==> config.mk <==
export PLATFORM = sky130hd
export DESIGN_NAME = regfile_mp_flat
export DESIGN_NICKNAME = d
export VERILOG_FILES = /design/src/rtl/regfile_mp_if.sv /design/src/rtl/regfile_mp.sv /design/src/flat_wrapper.sv
export SDC_FILE = /design/constraint.sdc
export NUM_CORES = 2
export LEC_CHECK = 0
export BUFFER_PORTS_ARGS = -buffer_cell sky130_fd_sc_hd__buf_2
export CAP_MARGIN = 20
export CORE_AREA = 2 2 355 357
export CTS_CLUSTER_DIAMETER = 100
export DETAILED_ROUTE_END_ITERATION = 8
export DIE_AREA = 0 0 357 359
export PLACE_DENSITY_LB_ADDON = 0.25
export SYNTH_ARGS = -nofsm -noshare
export SYNTH_HDL_FRONTEND = slang
export SYNTH_SLANG_ARGS = --single-unit
==> constraint.sdc <==
create_clock -name clk -period 5.05 [get_ports clk]
set_input_delay 0.2525 -clock clk [delete_from_list [all_inputs] [get_ports clk]]
set_output_delay 0.2525 -clock clk [all_outputs]
set_load 0.01 [all_outputs]
==> src/rtl/regfile_mp_if.sv <==
// ============================================================================
//  Module   : regfile_mp_if
//  Purpose  : Port bundle between the decode/writeback stages and regfile_mp.
//  Revision : 1.0  initial release
// ============================================================================
`default_nettype none

interface regfile_mp_if #(
   parameter int DATA_W = 32,
   parameter int ADDR_W = 5,
   parameter int NUM_RD = 2,
   parameter int NUM_WR = 2
);
   logic                       clr_req;
   logic                       ready;
   logic [NUM_WR-1:0]          we;
   logic [NUM_WR*ADDR_W-1:0]   waddr;
   logic [NUM_WR*DATA_W-1:0]   wdata;
   logic [NUM_RD-1:0]          re;
   logic [NUM_RD*ADDR_W-1:0]   raddr;
   logic [NUM_RD*DATA_W-1:0]   rdata;
   logic                       busy_set;
   logic [ADDR_W-1:0]          busy_addr;
   logic [NUM_RD-1:0]          rd_pending;

   modport master (
      output clr_req, we, waddr, wdata, re, raddr, busy_set, busy_addr,
      input  ready, rdata, rd_pending
   );

   modport slave (
      input  clr_req, we, waddr, wdata, re, raddr, busy_set, busy_addr,
      output ready, rdata, rd_pending
   );
endinterface

`default_nettype wire

==> src/rtl/regfile_mp.sv <==
// ============================================================================
//  Module   : regfile_mp
//  Purpose  : Multi-port GPR file with write bypass, pending-write scoreboard
//             and a sequential clear engine.
//  Revision : 1.0  initial release
// ============================================================================
`default_nettype none

module regfile_mp #(
   parameter int DATA_W   = 32,
   parameter int ADDR_W   = 5,
   parameter int NUM_RD   = 2,
   parameter int NUM_WR   = 2,
   parameter bit ZERO_REG = 1'b1
) (
   input  logic        clk,
   input  logic        rst,
   regfile_mp_if.slave rf_io
);

   localparam int               DEPTH  = 1 << ADDR_W;
   localparam logic [ADDR_W:0]  C_LAST = (ADDR_W + 1)'(DEPTH - 1);
   localparam logic [ADDR_W:0]  C_ONE  = (ADDR_W + 1)'(1);

   typedef enum logic [0:0] {
      S_INIT = 1'b0,
      S_RUN  = 1'b1
   } state_t;

   state_t              state_q;
   logic [ADDR_W:0]     clr_cnt_q;
   logic [DATA_W-1:0]   regs_q [DEPTH];
   logic                sb_q   [DEPTH];
   logic                ready;

   assign ready       = (state_q == S_RUN);
   assign rf_io.ready = ready;

   // Ascending port loop makes the highest-index write win; busy marks are
   // applied after the clears so a newer producer overrides a retiring one.
   always_ff @(posedge clk) begin
      if (rst) begin
         state_q   <= S_INIT;
         clr_cnt_q <= '0;
      end else begin
         case (state_q)
            S_INIT: begin
               regs_q[clr_cnt_q[ADDR_W-1:0]] <= '0;
               sb_q[clr_cnt_q[ADDR_W-1:0]]   <= 1'b0;
               clr_cnt_q                     <= clr_cnt_q + C_ONE;
               if (clr_cnt_q == C_LAST) begin
                  state_q <= S_RUN;
               end
            end
            S_RUN: begin
               if (rf_io.clr_req) begin
                  state_q   <= S_INIT;
                  clr_cnt_q <= '0;
               end else begin
                  for (int k = 0; k < NUM_WR; k++) begin
                     if (rf_io.we[k] &&
                         !(ZERO_REG && rf_io.waddr[k*ADDR_W +: ADDR_W] == '0)) begin
                        regs_q[rf_io.waddr[k*ADDR_W +: ADDR_W]] <= rf_io.wdata[k*DATA_W +: DATA_W];
                        sb_q[rf_io.waddr[k*ADDR_W +: ADDR_W]]   <= 1'b0;
                     end
                  end
                  if (rf_io.busy_set && !(ZERO_REG && rf_io.busy_addr == '0)) begin
                     sb_q[rf_io.busy_addr] <= 1'b1;
                  end
               end
            end
            default: begin
               state_q   <= S_INIT;
               clr_cnt_q <= '0;
            end
         endcase
      end
   end

   for (genvar i = 0; i < NUM_RD; i++) begin : g_rd
      logic [ADDR_W-1:0] ra;
      logic [DATA_W-1:0] rd_val;
      logic              hit;

      assign ra = rf_io.raddr[i*ADDR_W +: ADDR_W];

      always_comb begin
         rd_val = regs_q[ra];
         hit    = 1'b0;
         for (int k = 0; k < NUM_WR; k++) begin
            if (rf_io.we[k] && rf_io.waddr[k*ADDR_W +: ADDR_W] == ra) begin
               rd_val = rf_io.wdata[k*DATA_W +: DATA_W];
               hit    = 1'b1;
            end
         end
         if (!ready || !rf_io.re[i] || (ZERO_REG && ra == '0)) begin
            rd_val = '0;
         end
      end

      assign rf_io.rdata[i*DATA_W +: DATA_W] = rd_val;
      assign rf_io.rd_pending[i]             = ready & rf_io.re[i] & sb_q[ra] & ~hit;
   end

endmodule

`default_nettype wire

==> src/flat_wrapper.sv <==
// flat-port wrapper written by rule: the top's interface ports become plain ports
module regfile_mp_flat 
#(
   parameter int DATA_W   = 32,
   parameter int ADDR_W   = 5,
   parameter int NUM_RD   = 2,
   parameter int NUM_WR   = 2,
   parameter bit ZERO_REG = 1'b1
)
  (clk, rst, rf_io_clr_req, rf_io_we, rf_io_waddr, rf_io_wdata, rf_io_re, rf_io_raddr, rf_io_busy_set, rf_io_busy_addr, rf_io_ready, rf_io_rdata, rf_io_rd_pending);
  regfile_mp_if #(.DATA_W(DATA_W), .ADDR_W(ADDR_W), .NUM_RD(NUM_RD), .NUM_WR(NUM_WR)) rf_io_i ();
  input  logic clk;
  input  logic rst;
  input wire logic [$bits(rf_io_i.clr_req)-1:0] rf_io_clr_req;
  input wire logic [$bits(rf_io_i.we)-1:0] rf_io_we;
  input wire logic [$bits(rf_io_i.waddr)-1:0] rf_io_waddr;
  input wire logic [$bits(rf_io_i.wdata)-1:0] rf_io_wdata;
  input wire logic [$bits(rf_io_i.re)-1:0] rf_io_re;
  input wire logic [$bits(rf_io_i.raddr)-1:0] rf_io_raddr;
  input wire logic [$bits(rf_io_i.busy_set)-1:0] rf_io_busy_set;
  input wire logic [$bits(rf_io_i.busy_addr)-1:0] rf_io_busy_addr;
  output wire logic [$bits(rf_io_i.ready)-1:0] rf_io_ready;
  output wire logic [$bits(rf_io_i.rdata)-1:0] rf_io_rdata;
  output wire logic [$bits(rf_io_i.rd_pending)-1:0] rf_io_rd_pending;
  assign rf_io_i.clr_req = rf_io_clr_req;
  assign rf_io_i.we = rf_io_we;
  assign rf_io_i.waddr = rf_io_waddr;
  assign rf_io_i.wdata = rf_io_wdata;
  assign rf_io_i.re = rf_io_re;
  assign rf_io_i.raddr = rf_io_raddr;
  assign rf_io_i.busy_set = rf_io_busy_set;
  assign rf_io_i.busy_addr = rf_io_busy_addr;
  assign rf_io_ready = rf_io_i.ready;
  assign rf_io_rdata = rf_io_i.rdata;
  assign rf_io_rd_pending = rf_io_i.rd_pending;
  regfile_mp #(.DATA_W(DATA_W), .ADDR_W(ADDR_W), .NUM_RD(NUM_RD), .NUM_WR(NUM_WR), .ZERO_REG(ZERO_REG)) u_core (.clk(clk), .rst(rst), .rf_io(rf_io_i));
endmodule
==> out/metrics.csv <==
stage,metric,value,unit
outcome,status,"finished, final reports clean",
setup_path,crit-path leading delay family,simple AND/OR/NAND/NOR gates,
global_route,GR Overflow Total,0,
synth,count of unique library cells instantiated by Yosys,71,
global_route,largest net degree at the start of global routing,100,
placed_design,Placer Congestion,0.916,
clock_network,CTS sink count,1063,
setup_path,crit-path max FO,21,
setup_path,Worst R2R Start,u_core.rf_io.ready,
detailed_routing,drt pass-1 iters,6,
die,Die Ht,359,µm
synth,Post-synth EDFFs,1024,
clock_network,CTS buffer count,113,
placed_design,I/O Buffers,163,
finish,"most common cell after layout, fill and taps aside",nand2_1,
setup_path,worst setup path class,register to output pin,
timing,final setup vio count,0,
synth,yosys warns,0,
timing,final worst slack,0.839,ns
finish,Synth-to-Final Area Change,9.41,%
setup_path,critical-path cell list,nand2_1 -> nor3_1 -> nand3b_1 -> buf_4 -> a21oi_1 -> a221o_1 -> buf_2,
finish,share of layout cells above drive strength 1,19.6,%
timing,Worst-Margin Slew,1.17,ns
global_route,antenna violations before repair,7,
timing,Tmin final,4.21,ns
timing,fin crit share,83.4,%
synth,Cells after Synth,5392,
timing,"Hold Violations, Final",0,
synth,#FFs+latches synth,1063,
clock_network,setup repair bufs after CTS,0,
synth,syn avg cell area,11.4,µm²
timing,Rel. slew slack,22.0,%
setup_path,worst reg2reg setup slack,1.24,ns
power_and_ir_drop,leakage,0.0210,µW
setup_path,CP required,4.80,ns
setup_path,RR Endpoint,u_core.regs_q[19][6],
setup_path,slowest CP cell,a21oi_1,
synth,post-synth net total,5490,
clock_network,CTS H-Tree Depth,3,
die,core area,0.125,mm²
timing,Setup Skew,0.0361,ns
detailed_routing,ANT nets after route,0,
power_and_ir_drop,Max IR drop VDD,274,µV
setup_path,crit path DAT,3.96,ns
worst_hold_path,class of the worst hold path,input port to register,
finish,"Core Util, Final",54.2,%
detailed_routing,Total Routed Length,226000,µm
setup_path,Critical Path Stages,7,
placed_design,DP Worst Slack,1.15,ns
setup_path,Crit. Startpoint,u_core.rf_io.ready,
detailed_routing,drt drc,0,
synth,post-synthesis cell area,0.0617,mm²
finish,fin nets,5251,
finish,most frequent cells in the layout,"nand2_1, edfxtp_1, o21ai_0",
timing,Fin Setup TNS,0,ns
clock_network,deepest clock path buffer count,3,
global_route,number of global-route vias before repair,46000,
power_and_ir_drop,power per cell area,292,mW/mm²
setup_path,CP Buf/Inv Count,2,
die,DIE AREA,0.128,mm²
setup_path,critical path startpoint category,register,
setup_path,R2R depth,6,
global_route,gr usage total,34.9,%
global_route,wire length of the first global-routing pass,323000,µm
setup_path,Setup crit end kind,output pin,
detailed_routing,average vias per placed instance,6.97,
finish,register area,0.0315,mm²
power_and_ir_drop,final total power,19700,µW
timing,RSZ-0062 raised after global routing,false,
die,die width,357,µm
job,Max Cap Viol,0,
finish,fill count,10300,
detailed_routing,routed len/inst,32.8,µm
synth,sequential-to-total area share from yosys stat,51.1,%
clock_network,CTS root buf,clkbuf_16,
detailed_routing,via count,48100,
setup_path,Critical Path End,rf_io_rdata[61],
clock_network,"Clk pin slew, worst setup/hold paths",0.07,ns
clock_network,"Clk Latency, worst-skew pair",0.73,ns
synth,Synth async-reset ratio,0,%
die,number of top-level pins,164,
finish,area used by multi-input combinational logic,0.0275,mm²
die,starting density of the core,49.5,%
placed_design,DP HPWL,131000,µm
setup_path,Max stage delay on crit path,0.75,ns
clock_network,CTS tree,built,
die,FP Rows,130,
synth,prevailing post-synth register cell,edfxtp_1,
detailed_routing,initial detailed-routing violation count,7687,
timing,Max Clk Rate,0.237,GHz
timing,"Slew Viols, Final",0,
==> power breakdown <==
group	internal, µW	switching, µW
combinational	574	994
sequential	9600	48.3
clock	4790	3680
==> per-stage QoR <==
stage | std cells | hold WS (ns) | instance area [µm²]
6_report | 6903 | 0.0334 | 67500
3_3_place_gp | 6670 | 0.457 | 63500
3_5_place_dp | 6672 | 0.464 | 63600
2_1_floorplan | 5392 | 0.383 | 61700
5_1_grt | 6899 | 0.0607 | 67500
4_1_cts | 6894 | 0.0277 | 67400
==> registers in the layout, summed over array words and instances (netlist names) <==
register	cells
u_core.regs_q	1024
u_core.rf_io.ready	1
u_core.sb_q	32
u_core.clr_cnt_q	6
==> tightest hold or removal path, delay by kind of cell <==
| kind | cells | cell delay (ns) |
|---|---|---|
| buffers and inverters | 2 | 0.22 |
| AND/OR/NAND/NOR | 1 | 0.17 |
==> synth_stat cells (all sizes together) (9+ instances only) <==
master / number / area [µm²]
a22oi: 160 / 1200
inv: 69 / 259
nor2b: 42 / 263
a211oi: 33 / 248
nand2: 1169 / 4390
a211o: 32 / 280
nor3: 13 / 70.1
a21oi: 70 / 350
dfxtp: 39 / 781
clkbuf: 451 / 1720
o21ai: 1033 / 5170
nor2: 56 / 225
nand3: 43 / 215
buf: 224 / 1180
nand2b: 9 / 56.3
a221o: 31 / 310
a21o: 21 / 158
xor2: 16 / 148
o221ai: 62 / 543
o22ai: 45 / 307
edfxtp: 1024 / 30700
mux2i: 179 / 1790
mux4: 457 / 10300
a22o: 31 / 272
==> worst min-delay path by stage <==
stage,from,endpoint,cells after the start
finish,rf_io_wdata[7],u_core.regs_q[0][7],3
global route,rf_io_wdata[7],u_core.regs_q[0][7],3
CTS,rf_io_busy_set,u_core.sb_q[26],4
detailed placement,u_core.sb_q[13],u_core.sb_q[13],2
global placement,u_core.sb_q[14],u_core.sb_q[14],2
floorplan,rf_io_busy_addr[1],u_core.sb_q[11],2
==> metal layers <==
layer  routed length, µm  global-route usage [%]  vias up
met5                  56                       0        -
met4               16900                    23.0       10
met3               30800                    8.18      850
met2              101000                    52.2     3831
met1               77900                    45.5    23500
li1                    -                       -    19900
==> cells by family (layout without fill, tap and decap cells) <==
| family | after synthesis | after routing | share of synthesized area [%] |
|---|---|---|---|
| buffers and inverters | 745 | 602 | 5.13 |
| DFF | 1063 | 1063 | 51.1 |
| xor gates and xnor gates | 20 | 20 | 0.296 |
| muxes | 636 | 636 | 19.6 |
| and+or+nand+nor | 1378 | 1378 | 9.07 |
| adders and majority gates | 1 | 1 | 0.0203 |
| other | 0 | 4 | 0 |
| AOI/OAI and AO/OA | 1549 | 1549 | 14.8 |
==> timing repair <==
| action | CTS | global route |
|---|---|---|
| hold endpoints to repair | 28 | 0 |
| hold buffers | 11 | 0 |
| gates resized for setup | 0 | 0 |
==> area by class of cell <==
type / count / share of cell area (%)
Antenna cell: 4 / 0.0148
Tap cell: 1650 / 3.06
Multi-Input combinational cell: 3584 / 40.7
Clock buffer: 137 / 4.40
Clock inverter: 74 / 1.06
Inverter: 70 / 0.389
Timing Repair Buffer: 321 / 3.69
Sequential cell: 1063 / 46.7
Note: power is estimated with default switching activity, not from simulation.
